--- src/rtl/ring_pkg.sv ---
// Shared constants, state encoding and token helpers for the 2-bit rotating ring pattern.
package ring_pkg;

    localparam int unsigned RING_WIDTH = 8;
    localparam int unsigned RING_STEP  = 2;
    localparam int unsigned RING_TOKENS = RING_WIDTH / RING_STEP;
    localparam int unsigned RING_PHASE_W = (RING_TOKENS > 1) ? $clog2(RING_TOKENS) : 1;
    localparam logic [RING_WIDTH-1:0] RING_SEED = 8'b0000_0011;

    typedef logic [1:0] ring_state_t;
    localparam ring_state_t HUNT   = 2'd0;
    localparam ring_state_t CHECK  = 2'd1;
    localparam ring_state_t LOCKED = 2'd2;

    function automatic logic [RING_WIDTH-1:0] rotl_step(input logic [RING_WIDTH-1:0] value);
        return {value[RING_WIDTH-RING_STEP-1:0], value[RING_WIDTH-1:RING_WIDTH-RING_STEP]};
    endfunction

    function automatic logic is_legal(input logic [RING_WIDTH-1:0] value);
        logic ok;
        ok = 1'b0;
        for (int unsigned k = 0; k < RING_TOKENS; k++) begin
            if (value == (RING_SEED << (k * RING_STEP))) ok = 1'b1;
        end
        return ok;
    endfunction

    function automatic logic [RING_PHASE_W-1:0] decode_phase(input logic [RING_WIDTH-1:0] value);
        logic [RING_PHASE_W-1:0] ph;
        ph = '0;
        for (int unsigned k = 0; k < RING_TOKENS; k++) begin
            if (value == (RING_SEED << (k * RING_STEP))) ph = RING_PHASE_W'(k);
        end
        return ph;
    endfunction

endpackage

--- src/rtl/ring_token_decode.sv ---
// Combinational token decoder: flags a legal single-token pattern and returns its position.
module ring_token_decode
    import ring_pkg::*;
#(
    parameter int unsigned WIDTH   = RING_WIDTH,
    parameter int unsigned STEP    = RING_STEP,
    parameter int unsigned PHASE_W = ((WIDTH / STEP) > 1) ? $clog2(WIDTH / STEP) : 1
) (
    input  logic [WIDTH-1:0]   pat,
    output logic               legal_c,
    output logic [PHASE_W-1:0] phase_c
);

    localparam int unsigned NTOK = WIDTH / STEP;
    localparam logic [WIDTH-1:0] TOKEN = WIDTH'((64'd1 << STEP) - 64'd1);

    // Exactly one aligned run of STEP ones, everything else zero.
    always_comb begin
        legal_c = 1'b0;
        phase_c = '0;
        for (int unsigned k = 0; k < NTOK; k++) begin
            if (pat == (TOKEN << (k * STEP))) begin
                legal_c = 1'b1;
                phase_c = PHASE_W'(k);
            end
        end
    end

endmodule

--- config.mk ---
export PLATFORM = sky130hd
export DESIGN_NAME = ring_token_decode
export DESIGN_NICKNAME = d
export VERILOG_FILES = /design/src/rtl/ring_pkg.sv /design/src/rtl/ring_token_decode.sv
export SDC_FILE = /design/constraint.sdc
export NUM_CORES = 1
export LEC_CHECK = 0
export CELL_PAD_IN_SITES_DETAIL_PLACEMENT = 1
export CELL_PAD_IN_SITES_GLOBAL_PLACEMENT = 2
export CORE_AREA = 2 2 39 41
export DETAILED_ROUTE_END_ITERATION = 16
export DIE_AREA = 0 0 41 43
export GPL_TIMING_DRIVEN = 1
export PLACE_DENSITY = 0.58
export SETUP_SLACK_MARGIN = 0.02
export SYNTH_ARGS = -nofsm -noshare
export SYNTH_HDL_FRONTEND = slang
export SYNTH_SLANG_ARGS = --single-unit
--- constraint.sdc ---
create_clock -name vclk -period 1.19
set_clock_uncertainty 0.2 [all_clocks]
set_input_delay 0.1785 -clock vclk [all_inputs]
set_output_delay 0.1785 -clock vclk [all_outputs]
set_load 0.02 [all_outputs]
* After elaboration in Yosys (flattened, before gate mapping)
Index checks and enable logic that the tools add are counted.
W data, S select, Z words.
** Operators by class
- Mux-type cells :: 7
- Equality and inequality tests :: 4
** Operators with widths (count)
- $eq A8 B2 Y1 const B :: 1
- $eq A8 B4 Y1 const B :: 1
- $eq A8 B6 Y1 const B :: 1
- $eq A8 B8 Y1 const B :: 1
- $mux W1 :: 5
- $mux W2 :: 2
** Word-level totals
- Output and inout bits :: 3
- Input bits :: 8
- Logic and storage cells :: 11
- Bits in registers :: 0

* Depth between registers and ports, before layout
Gate-level depths: netlist of the first run.
- Word-level depth :: 5
- Gate-level depth with buffers :: 3

* Least setup slack after synthesis of the first run
OpenSTA, ideal clock, no wires.
- Path type :: input to output
- Start :: in pat[5]
- End :: out phase_c[1]
- Setup slack :: -410 ps
- Data arrival time :: 1222 ps
- Data required time :: 812 ps
- Stages :: 3
- Path through :: nor4bb_1 -> a31oi_1 -> nor4b_1
** On the way
- Cells in the longest elaborated chain, start to end :: 3
- Elaborated cells between the ends (all ways) :: 4
- Those cells by class :: eq/ne: 2; mux: 2
** Ends and longest elaborated chain
- start, declared :: line ring_token_decode.sv:9 : input logic [WIDTH-1:0] pat,
- $eq A8 B6 Y1 :: line ring_token_decode.sv:22 : if (pat == (TOKEN << (k * STEP))) begin
- $mux W2 :: line ring_token_decode.sv:22
- $mux W2 * :: line ring_token_decode.sv:22
- end, declared :: line ring_token_decode.sv:11 : output logic [PHASE_W-1:0] phase_c
Every way passes the cells marked *; elsewhere a longest branch is shown, timed or not.

* Worst setup path in the final report of the first run
- Start :: in pat[1]
- End :: out legal_c
** On the way
- Cells in the longest elaborated chain, start to end :: 5
- Elaborated cells between the ends (all ways) :: 8
- Those cells by class :: eq/ne: 4; mux: 4
** Ends and longest elaborated chain
- $eq A8 B2 Y1 :: line ring_token_decode.sv:22
- $mux W1 (3 in a row) :: line ring_token_decode.sv:22
- $mux W1 * :: line ring_token_decode.sv:22
- end, declared :: line ring_token_decode.sv:10 : output logic legal_c,
Marked as above.

==> load_flow_metrics.sql, run 1 <==
INSERT INTO impl_metrics (metric_group, metric, value, unit) VALUES
('cells_and_area', 'fillerInstances', '159', ''),
('global_route', 'grt_pass1_wl', '752', 'µm'),
('pwr', 'power.static_leakage', '0.0001400', 'µW'),
('logic_synthesis', 'post_synth_num_cell_types', '8', ''),
('global_route', 'track_usage', '0.05694', ''),
('worst_setup_path', 'cp.arrival', '1.11', 'ns'),
('cells_and_area', 'nClkBuffers', '0', ''),
('worst_setup_path', 'setup.worst_path.class', 'input pin to output pin', ''),
('sta', 'timing.final.setup_violations', '3', ''),
('worst_hold_path', 'holdPathEnd', 'phase_c[1]', ''),
('placed_design', 'io_buffers', '11', ''),
('sta', 'final_critical_path_setup_slack', '-0.2984', 'ns'),
('sta', 'max-slew-margin-rel', '0.8181', ''),
('detailed_routing', 'vias_per_cell', '4.156', ''),
('run_status', 'violated_checks', 'negative setup slack', ''),
('cells_and_area', 'layout-drive-gt1-share', '0.8966', ''),
('sta', 'grt_setup_unrepaired', 'true', ''),
('detailed_routing', 'drt_iter0_markers', '0', ''),
('worst_setup_path', 'path_max_fanout', '4', ''),
('floorplan', 'pin_count', '11', ''),
('detailed_routing', 'route.vias.total', '187', ''),
('placed_design', 'numPlacedInstances', '43', ''),
('cells_and_area', 'antenna_cells', '0', ''),
('global_route', 'first_global_vias', '179', ''),
('cells_and_area', 'layout.nets', '39', ''),
('clock_network', 'cts_hold_repair.buffers', '0', ''),
('worst_setup_path', 'required', '0.81', 'ns'),
('sta', 'timing.final.max_slew_violations', '0', ''),
('cells_and_area', 'multiInputGateArea', '191.4', 'µm²'),
('floorplan', 'num_rows', '14', ''),
('floorplan', 'core', '1384', 'µm²'),
('pwr', 'vdd_drop_max', '0.00009680', 'V'),
('floorplan', 'dieWidth', '41', 'µm'),
('placed_design', 'detailedPlace.worstSlack', '-1.171', 'ns'),
('worst_setup_path', 'critical_path.endpoint_type', 'output pin', ''),
('cells_and_area', 'final_cell_area', '354.1', 'µm²'),
('detailed_routing', 'drc', '0', ''),
('worst_hold_path', 'hold_path_depth', '4', ''),
('sta', 'post-route-period-util', '1.251', ''),
('logic_synthesis', 'synth.net_count', '21', ''),
('cells_and_area', 'non_filler_instance_count_after_layout', '45', ''),
('cells_and_area', 'area_growth_syn_to_layout', '258.2', '%'),
('floorplan', 'floorplan.die.height', '43', 'µm'),
('detailed_routing', 'ant_nets', '0', ''),
('sta', 'hold_viol', '0', ''),
('global_route', 'grt-ovfl-total', '0', ''),
('sta', 'maximum_clock_frequency', '671.9', 'MHz'),
('logic_synthesis', 'syn_avg_cell_area', '7.603', 'µm²'),
('floorplan', 'initial_core_util', '0.07143', ''),
('detailed_routing', 'wl_per_instance', '11.47', 'µm'),
('detailed_routing', 'drt_pass_1_iters', '1', ''),
('placed_design', 'gp_routability_congestion', '0.6553', ''),
('worst_hold_path', 'worstHoldPathType', 'input pin to output pin', ''),
('worst_hold_path', 'hp-start', 'pat[1]', ''),
('pwr', 'p_per_area', '258.8', 'nW/µm²'),
('global_route', 'grt_start_max_net_pins', '6', ''),
('global_route', 'antenna_found_initial', '0', ''),
('cells_and_area', 'n_sequential_cell', '0', ''),
('sta', 'timing.final.crit_period', '1.488', 'ns'),
('logic_synthesis', 'mappedNetlistArea', '98.85', 'µm²'),
('logic_synthesis', 'synth_cells', '13', ''),
('detailed_routing', 'wirelength', '516', 'µm'),
('flow_run', 'cap_viol_max_count', '0', ''),
('cells_and_area', 'layout.area.seq', '0', 'µm²'),
('floorplan', 'die-area', '1763', 'µm²'),
('run_status', 'status', 'finished with violations', ''),
('sta', 'worst_slew_pin_slew', '0.2692', 'ns'),
('logic_synthesis', 'sequential_cell_area_fraction_in_the_yosys_report', '0', ''),
('placed_design', 'placed_cell_area', '285.3', 'µm²'),
('logic_synthesis', 'synth_warnings', '0', ''),
('worst_setup_path', 'startpoint_types', 'input pin', '');
cell usage in the layout (no fill, tap or decap), drive strengths merged:
master   n
o21ai    1
buf     16
a31oi    2
nor2     3
o211ai   1
and4bb   1
or4      1
nor4bb   3
nor4b    1
power by group:
| part | leakage (µW) | total, µW | switching [µW] | internal, µW |
|---|---|---|---|---|
| Sequential | 0 | 0 | 0 | 0 |
| Clock | 0 | 0 | 0 | 0 |
| Combinational | 0.000140 | 91.6 | 38.1 | 53.6 |
cells in the mapped netlist:
library cell,count,area [µm²]
sky130_fd_sc_hd__and4bb_2,1,12.51
sky130_fd_sc_hd__nor4b_1,1,8.760
sky130_fd_sc_hd__o21ai_1,1,5.000
sky130_fd_sc_hd__or4_4,1,11.26
sky130_fd_sc_hd__nor4bb_1,3,30.03
sky130_fd_sc_hd__nor2_1,3,11.26
sky130_fd_sc_hd__o211ai_1,1,7.510
sky130_fd_sc_hd__a31oi_1,2,12.51
metal layers:
metal  part of all wire  vias to the layer above  GRT usage
met1               0.37                       85    0.07278
met5                  0                        -          0
met4                  0                        0          0
li1                   -                       91          -
met2               0.51                       11     0.1031
met3               0.12                        0   0.005236
kinds of logic after synthesis:
| logic type | share of synthesized area |
|---|---|
| compound gates | 0.2531 |
| simple gates | 0.7468 |
stage by stage:
stage	TNS [ns]	total power [µW]	util	hold slack (ns)
finish	-0.8322	91.64	0.2559	0.5195
detailed placement	-3.449	68.95	0.2061	1.371
global route	-0.9092	97.71	0.2559	0.5310
floorplan	-0.2710	20.17	-	0.1940
global placement	-3.357	67.05	0.2061	1.346
CTS	-0.9142	87.88	0.2523	0.5238
critical path, cell delays in order:
cell and delay (ns):
sky130_fd_sc_hd__buf_6 0.10, sky130_fd_sc_hd__or4_4 0.56, sky130_fd_sc_hd__o21ai_4 0.14, sky130_fd_sc_hd__buf_6 0.13
layout make-up:
cell class | instances | share of cell area
Multi-Input combinational cell | 13 | 0.5406
Tap cell | 16 | 0.05654
Timing Repair Buffer | 16 | 0.4028
worst max path at each step:
stage | end | from | slack [ns]
after floorplan | legal_c | pat[1] | -0.13
after global placement | legal_c | pat[5] | -1.14
after detailed placement | legal_c | pat[1] | -1.17
after CTS | legal_c | pat[0] | -0.33
after global routing | legal_c | pat[1] | -0.32
final | legal_c | pat[1] | -0.30
what timing repair did:
item	CTS	global route
endpoints found under the hold margin	0	0
setup endpoints to repair	3	3
resized for setup	63	4
pin swaps	6	4
setup buffers	2	0
Power figures use the tool's default switching activity.
==> run 2: changes to the inputs <==
GPL_ROUTABILITY_DRIVEN = 0   (was not set)
clock period = 1.4 ns   (was 1.19 ns; I/O delays follow)
==> run 2 against run 1 <==
The flow still finishes with violations (negative setup slack); first-iteration DRC count up 4; via count down 6.4%; non-clock buffer count down 2; worst hold slack better by 0.056 ns; critical path depth up 1; die area unchanged; flip-flop and latch count unchanged; setup slack better by 0.13 ns; clock-buffer cell count unchanged; utilization down 4.2 points; wire length down 16%; critical endpoint is now phase_c[1].
==> load_flow_metrics.sql, run 2 (synthesis results as in run 1) <==
INSERT INTO impl_metrics (metric_group, metric, value, unit) VALUES
('flow_run', 'cap_viol_max_count', '0', ''),
('pwr', 'post-layout-total-power', '59.37', 'µW'),
('detailed_routing', 'wirelength', '436', 'µm'),
('cells_and_area', 'area_growth_syn_to_layout', '198.7', '%'),
('placed_design', 'detailed_place_hpwl', '354.6', 'µm'),
('cells_and_area', 'non_filler_instance_count_after_layout', '43', ''),
('global_route', 'grt_start_max_net_pins', '6', ''),
('placed_design', 'io_buffers', '11', ''),
('worst_setup_path', 'cp_slowest_stage_delay', '0.28', 'ns'),
('floorplan', 'pin_count', '11', ''),
('floorplan', 'initial_core_util', '0.07143', ''),
('pwr', 'power.static_leakage', '0.0001084', 'µW'),
('detailed_routing', 'vias_per_cell', '4.070', ''),
('detailed_routing', 'drt_iter0_markers', '4', ''),
('cells_and_area', 'nClkBuffers', '0', ''),
('worst_setup_path', 'startpoint_types', 'input pin', ''),
('detailed_routing', 'drc', '0', ''),
('global_route', 'grt-ovfl-total', '0', ''),
('detailed_routing', 'ant_nets', '0', ''),
('sta', 'worst_slew_pin_slew', '0.3114', 'ns'),
('detailed_routing', 'wl_per_instance', '10.14', 'µm'),
('worst_setup_path', 'critical_path.endpoint_type', 'output pin', ''),
('run_status', 'violated_checks', 'negative setup slack', ''),
('worst_setup_path', 'cp_num_buf_inv', '2', ''),
('placed_design', 'numPlacedInstances', '42', ''),
('cells_and_area', 'mostFrequentLayoutCell', 'sky130_fd_sc_hd__buf_6', ''),
('floorplan', 'dieWidth', '41', 'µm'),
('sta', 'timing.final.setup_violations', '3', ''),
('detailed_routing', 'route.vias.total', '175', ''),
('worst_setup_path', 'setup.worst_path.class', 'input pin to output pin', ''),
('pwr', 'p_per_area', '201.0', 'nW/µm²'),
('global_route', 'antenna_found_initial', '0', ''),
('cells_and_area', 'n_sequential_cell', '0', ''),
('sta', 'timing.final.max_slew_violations', '0', ''),
('sta', 'max-slew-margin-rel', '0.7917', ''),
('floorplan', 'core', '1384', 'µm²'),
('cells_and_area', 'layout.nets', '37', ''),
('worst_setup_path', 'cp_slowest_cell', 'sky130_fd_sc_hd__nor4bb_2', ''),
('worst_setup_path', 'path_max_fanout', '3', ''),
('sta', 'final_critical_path_setup_slack', '-0.1658', 'ns'),
('worst_setup_path', 'timing.critical_path.max_delay_family', 'simple AND/OR/NAND/NOR gates', ''),
('worst_setup_path', 'cp.arrival', '1.16', 'ns'),
('detailed_routing', 'drt_pass_1_iters', '2', ''),
('run_status', 'status', 'finished with violations', ''),
('clock_network', 'cts_hold_repair.buffers', '0', ''),
('worst_hold_path', 'worstHoldPathType', 'input pin to output pin', ''),
('sta', 'grt_setup_unrepaired', 'true', ''),
('floorplan', 'floorplan.die.height', '43', 'µm'),
('cells_and_area', 'layout-drive-gt1-share', '0.8519', ''),
('cells_and_area', 'antenna_cells', '0', ''),
('cells_and_area', 'final_cell_area', '295.3', 'µm²'),
('worst_setup_path', 'cp_cell_sequence', 'buf_2, nor4bb_2, a31oi_1, nor4b_4, buf_4', ''),
('pwr', 'vdd_drop_max', '0.00006624', 'V'),
('sta', 'timing.final.crit_period', '1.566', 'ns'),
('placed_design', 'placed_cell_area', '277.8', 'µm²'),
('sta', 'hold_viol', '0', ''),
('sta', 'maximum_clock_frequency', '638.7', 'MHz'),
('cells_and_area', 'layout.area.seq', '0', 'µm²'),
('worst_setup_path', 'required', '0.99', 'ns'),
('global_route', 'grt_pass1_wl', '641', 'µm'),
('floorplan', 'num_rows', '14', ''),
('global_route', 'first_global_vias', '159', ''),
('sta', 'post-route-period-util', '1.118', ''),
('global_route', 'track_usage', '0.04895', ''),
('floorplan', 'die-area', '1763', 'µm²'),
('cells_and_area', 'mostFrequentLayoutCells', '5 x sky130_fd_sc_hd__buf_6, 4 x sky130_fd_sc_hd__buf_4, 2 x sky130_fd_sc_hd__nor4bb_2, 2 x sky130_fd_sc_hd__clkbuf_2, 2 x sky130_fd_sc_hd__buf_2', '');
## run 2: cell types whose count changed in the layout (fill, tap and decap cells not counted), sizes merged
cell,previous run,this run
clkbuf,0,2
buf,16,12
## run 2: metrics by stage
step / utilization / hold slack [ns] / setup slack [ns] / setup TNS, ns
4_1_cts: 0.2206 / 0.5933 / -0.1707 / -0.4591
3_5_place_dp: 0.2007 / 1.438 / -1.015 / -3.004
6_report: 0.2134 / 0.5753 / -0.1658 / -0.4311
5_1_grt: 0.2134 / 0.5859 / -0.2362 / -0.5307
3_3_place_gp: 0.2007 / 1.417 / -0.9915 / -2.940
2_1_floorplan: - / 0.2570 / 0.01914 / 0
## run 2: path summary, 6_finish.rpt
path	start	endpoint	slack (ns)	depth (start not counted)
worst max-delay path	pat[6]	phase_c[1]	-0.17	5
worst min-delay path	pat[0]	phase_c[0]	0.58	4
## run 2: area by class of cell
class,count,area (µm²)
fillers,163,1089
multi-input cells,13,153.9
repair buffers,14,121.4
well taps,16,20.02
## run 2: repair_timing
action,4_1_cts,5_1_grt
endpoints found under the setup margin,3,3
cloned,0,0
setup buffers,1,0
resized for setup,56,2
pin swaps,5,4
endpoints found under the hold margin,0,0
## run 2: report_power, final
part / total [µW] / internal, µW / leakage, µW / switching, µW
registers: 0 / 0 / 0 / 0
clock network: 0 / 0 / 0 / 0
logic: 59.4 / 34.6 / 0.000108 / 24.8
## run 2: layer usage
layer / part of all wire / track usage / vias up
met5: 0 / 0 / -
met4: 0 / 0 / 0
met3: 0.14 / 0.005236 / 0
met2: 0.43 / 0.07500 / 11
met1: 0.42 / 0.07595 / 78
li1: - / - / 86
==> run 3: changes to the inputs <==
GPL_TIMING_DRIVEN = not set   (was 1)
PLACE_DENSITY = not set   (was 0.58)
PLACE_DENSITY_LB_ADDON = 0.1   (was not set)
==> run 3 against run 2 <==
The run still ends with negative setup slack left; combinational power increased by 29%; final cell count is 9.3% higher; non-clock buffer count increased by 4; via count is 6.9% higher; worst hold slack improved by 0.0088 ns; critical path type unchanged; largest cell class unchanged.
==> load_flow_metrics.sql, run 3 (synthesis results as in run 1) <==
INSERT INTO impl_metrics (metric_group, metric, value, unit) VALUES
('detailed_routing', 'wl_per_instance', '10.21', 'µm'),
('cells_and_area', 'final_cell_area', '355.3', 'µm²'),
('cells_and_area', 'layout.area.seq', '0', 'µm²'),
('run_status', 'violated_checks', 'negative setup slack', ''),
('global_route', 'track_usage', '0.06194', ''),
('sta', 'timing.final.crit_period', '1.551', 'ns'),
('cells_and_area', 'mostFrequentLayoutCells', '8 x sky130_fd_sc_hd__buf_4, 5 x sky130_fd_sc_hd__buf_6, 2 x sky130_fd_sc_hd__a31oi_2, 2 x sky130_fd_sc_hd__clkbuf_2', ''),
('floorplan', 'pin_count', '11', ''),
('sta', 'setup_tns', '-0.3153', 'ns'),
('sta', 'worst_slew_pin_slew', '0.3266', 'ns'),
('floorplan', 'dieWidth', '41', 'µm'),
('detailed_routing', 'vias_per_cell', '3.979', ''),
('sta', 'timing.final.setup_violations', '3', ''),
('cells_and_area', 'n_sequential_cell', '0', ''),
('worst_hold_path', 'hold_path_depth', '4', ''),
('worst_setup_path', 'cp.arrival', '1.14', 'ns'),
('floorplan', 'num_rows', '14', ''),
('global_route', 'grt-ovfl-total', '0', ''),
('placed_design', 'detailed_place_hpwl', '393.1', 'µm'),
('sta', 'timing.final.max_slew_violations', '0', ''),
('cells_and_area', 'antenna_cells', '0', ''),
('sta', 'hold_viol', '0', ''),
('cells_and_area', 'mostFrequentLayoutCell', 'sky130_fd_sc_hd__buf_4', ''),
('pwr', 'vdd_drop_max', '0.00007074', 'V'),
('sta', 'final_critical_path_setup_slack', '-0.1510', 'ns'),
('worst_setup_path', 'required', '0.99', 'ns'),
('placed_design', 'placed_cell_area', '292.8', 'µm²'),
('cells_and_area', 'area_growth_syn_to_layout', '259.5', '%'),
('sta', 'maximum_clock_frequency', '644.8', 'MHz'),
('placed_design', 'io_buffers', '11', ''),
('sta', 'max-slew-margin-rel', '0.7816', ''),
('pwr', 'p_per_area', '215.5', 'nW/µm²'),
('flow_run', 'cap_viol_max_count', '0', ''),
('global_route', 'grt_pass1_wl', '841', 'µm'),
('pwr', 'power.static_leakage', '0.0001430', 'µW'),
('worst_setup_path', 'setup.worst_path.class', 'input pin to output pin', ''),
('worst_hold_path', 'holdPathEnd', 'phase_c[1]', ''),
('cells_and_area', 'final_core_utilization', '0.2568', ''),
('detailed_routing', 'wirelength', '480', 'µm'),
('pwr', 'post-layout-total-power', '76.57', 'µW'),
('global_route', 'first_global_vias', '195', ''),
('cells_and_area', 'layout-drive-gt1-share', '0.9032', ''),
('detailed_routing', 'ant_nets', '0', ''),
('cells_and_area', 'nClkBuffers', '0', ''),
('detailed_routing', 'route.vias.total', '187', ''),
('floorplan', 'floorplan.die.height', '43', 'µm'),
('global_route', 'grt_start_max_net_pins', '6', ''),
('detailed_routing', 'drc', '0', ''),
('detailed_routing', 'drt_pass_1_iters', '1', ''),
('cells_and_area', 'non_filler_instance_count_after_layout', '47', ''),
('worst_setup_path', 'critical_path.endpoint_type', 'output pin', ''),
('worst_hold_path', 'worstHoldPathType', 'input pin to output pin', ''),
('run_status', 'status', 'finished with violations', ''),
('floorplan', 'core', '1384', 'µm²'),
('sta', 'grt_setup_unrepaired', 'true', ''),
('floorplan', 'initial_core_util', '0.07143', ''),
('cells_and_area', 'fillerInstances', '153', ''),
('floorplan', 'die-area', '1763', 'µm²'),
('placed_design', 'numPlacedInstances', '44', ''),
('clock_network', 'cts_hold_repair.buffers', '0', ''),
('detailed_routing', 'drt_iter0_markers', '0', ''),
('worst_setup_path', 'startpoint_types', 'input pin', ''),
('sta', 'post-route-period-util', '1.108', ''),
('worst_hold_path', 'hp-start', 'pat[1]', ''),
('worst_setup_path', 'path_max_fanout', '3', ''),
('cells_and_area', 'layout.nets', '41', ''),
('global_route', 'antenna_found_initial', '0', '');
## run 3: changes by cell type in the layout (fill, tap and decap cells not counted)
| cell | change |
|---|---|
| sky130_fd_sc_hd__a31oi_1 | -1 |
| sky130_fd_sc_hd__buf_4 | +4 |
| sky130_fd_sc_hd__buf_12 | +1 |
| sky130_fd_sc_hd__buf_2 | -1 |
| sky130_fd_sc_hd__nor4bb_4 | +1 |
| sky130_fd_sc_hd__a31oi_2 | +1 |
| sky130_fd_sc_hd__nor4bb_2 | -1 |
## run 3: final cells by class
cell class / count / area (µm²) / area share
multi-input cells: 13 / 168.9 / 0.4754
repair buffers: 18 / 166.4 / 0.4683
well taps: 16 / 20.02 / 0.05634
## run 3: repair_timing
item,4_1_cts,5_1_grt
endpoints found under the setup margin,3,3
setup buffers,1,2
hold endpoints to repair,0,0
gates resized for setup,56,8
pin swaps,6,5
## run 3: worst max-delay path by stage
stage               startpoint  endpoint  slack, ns  cells after the start
floorplan               pat[1]   legal_c       0.02                      2
global route            pat[6]   legal_c      -0.18                      5
global placement        pat[1]   legal_c      -1.01                      4
CTS                     pat[0]   legal_c      -0.18                      4
finish                  pat[0]   legal_c      -0.15                      4
detailed placement      pat[1]   legal_c      -1.04                      4
## run 3: power by group
group	switching, µW	total [µW]	internal, µW
Clock	0	0	0
Combinational	28.3	76.6	48.3
Sequential	0	0	0
## run 3: per-stage QoR
stage / hold slack, ns / setup slack, ns
2_1_floorplan: 0.2570 / 0.01914
5_1_grt: 0.5977 / -0.1777
3_3_place_gp: 1.432 / -1.012
3_5_place_dp: 1.424 / -1.042
4_1_cts: 0.5891 / -0.1812
6_report: 0.5842 / -0.1510
## run 3: worst max-delay path: stages
cell and delay, ns:
sky130_fd_sc_hd__buf_6 0.09, sky130_fd_sc_hd__or4_4 0.56, sky130_fd_sc_hd__o21ai_4 0.14, sky130_fd_sc_hd__buf_6 0.13
## run 3: layer usage
layer | GRT usage | routed length [µm]
met2 | 0.1031 | 261
met1 | 0.08861 | 186
met3 | 0.005236 | 32
met5 | 0 | 0
met4 | 0 | 0
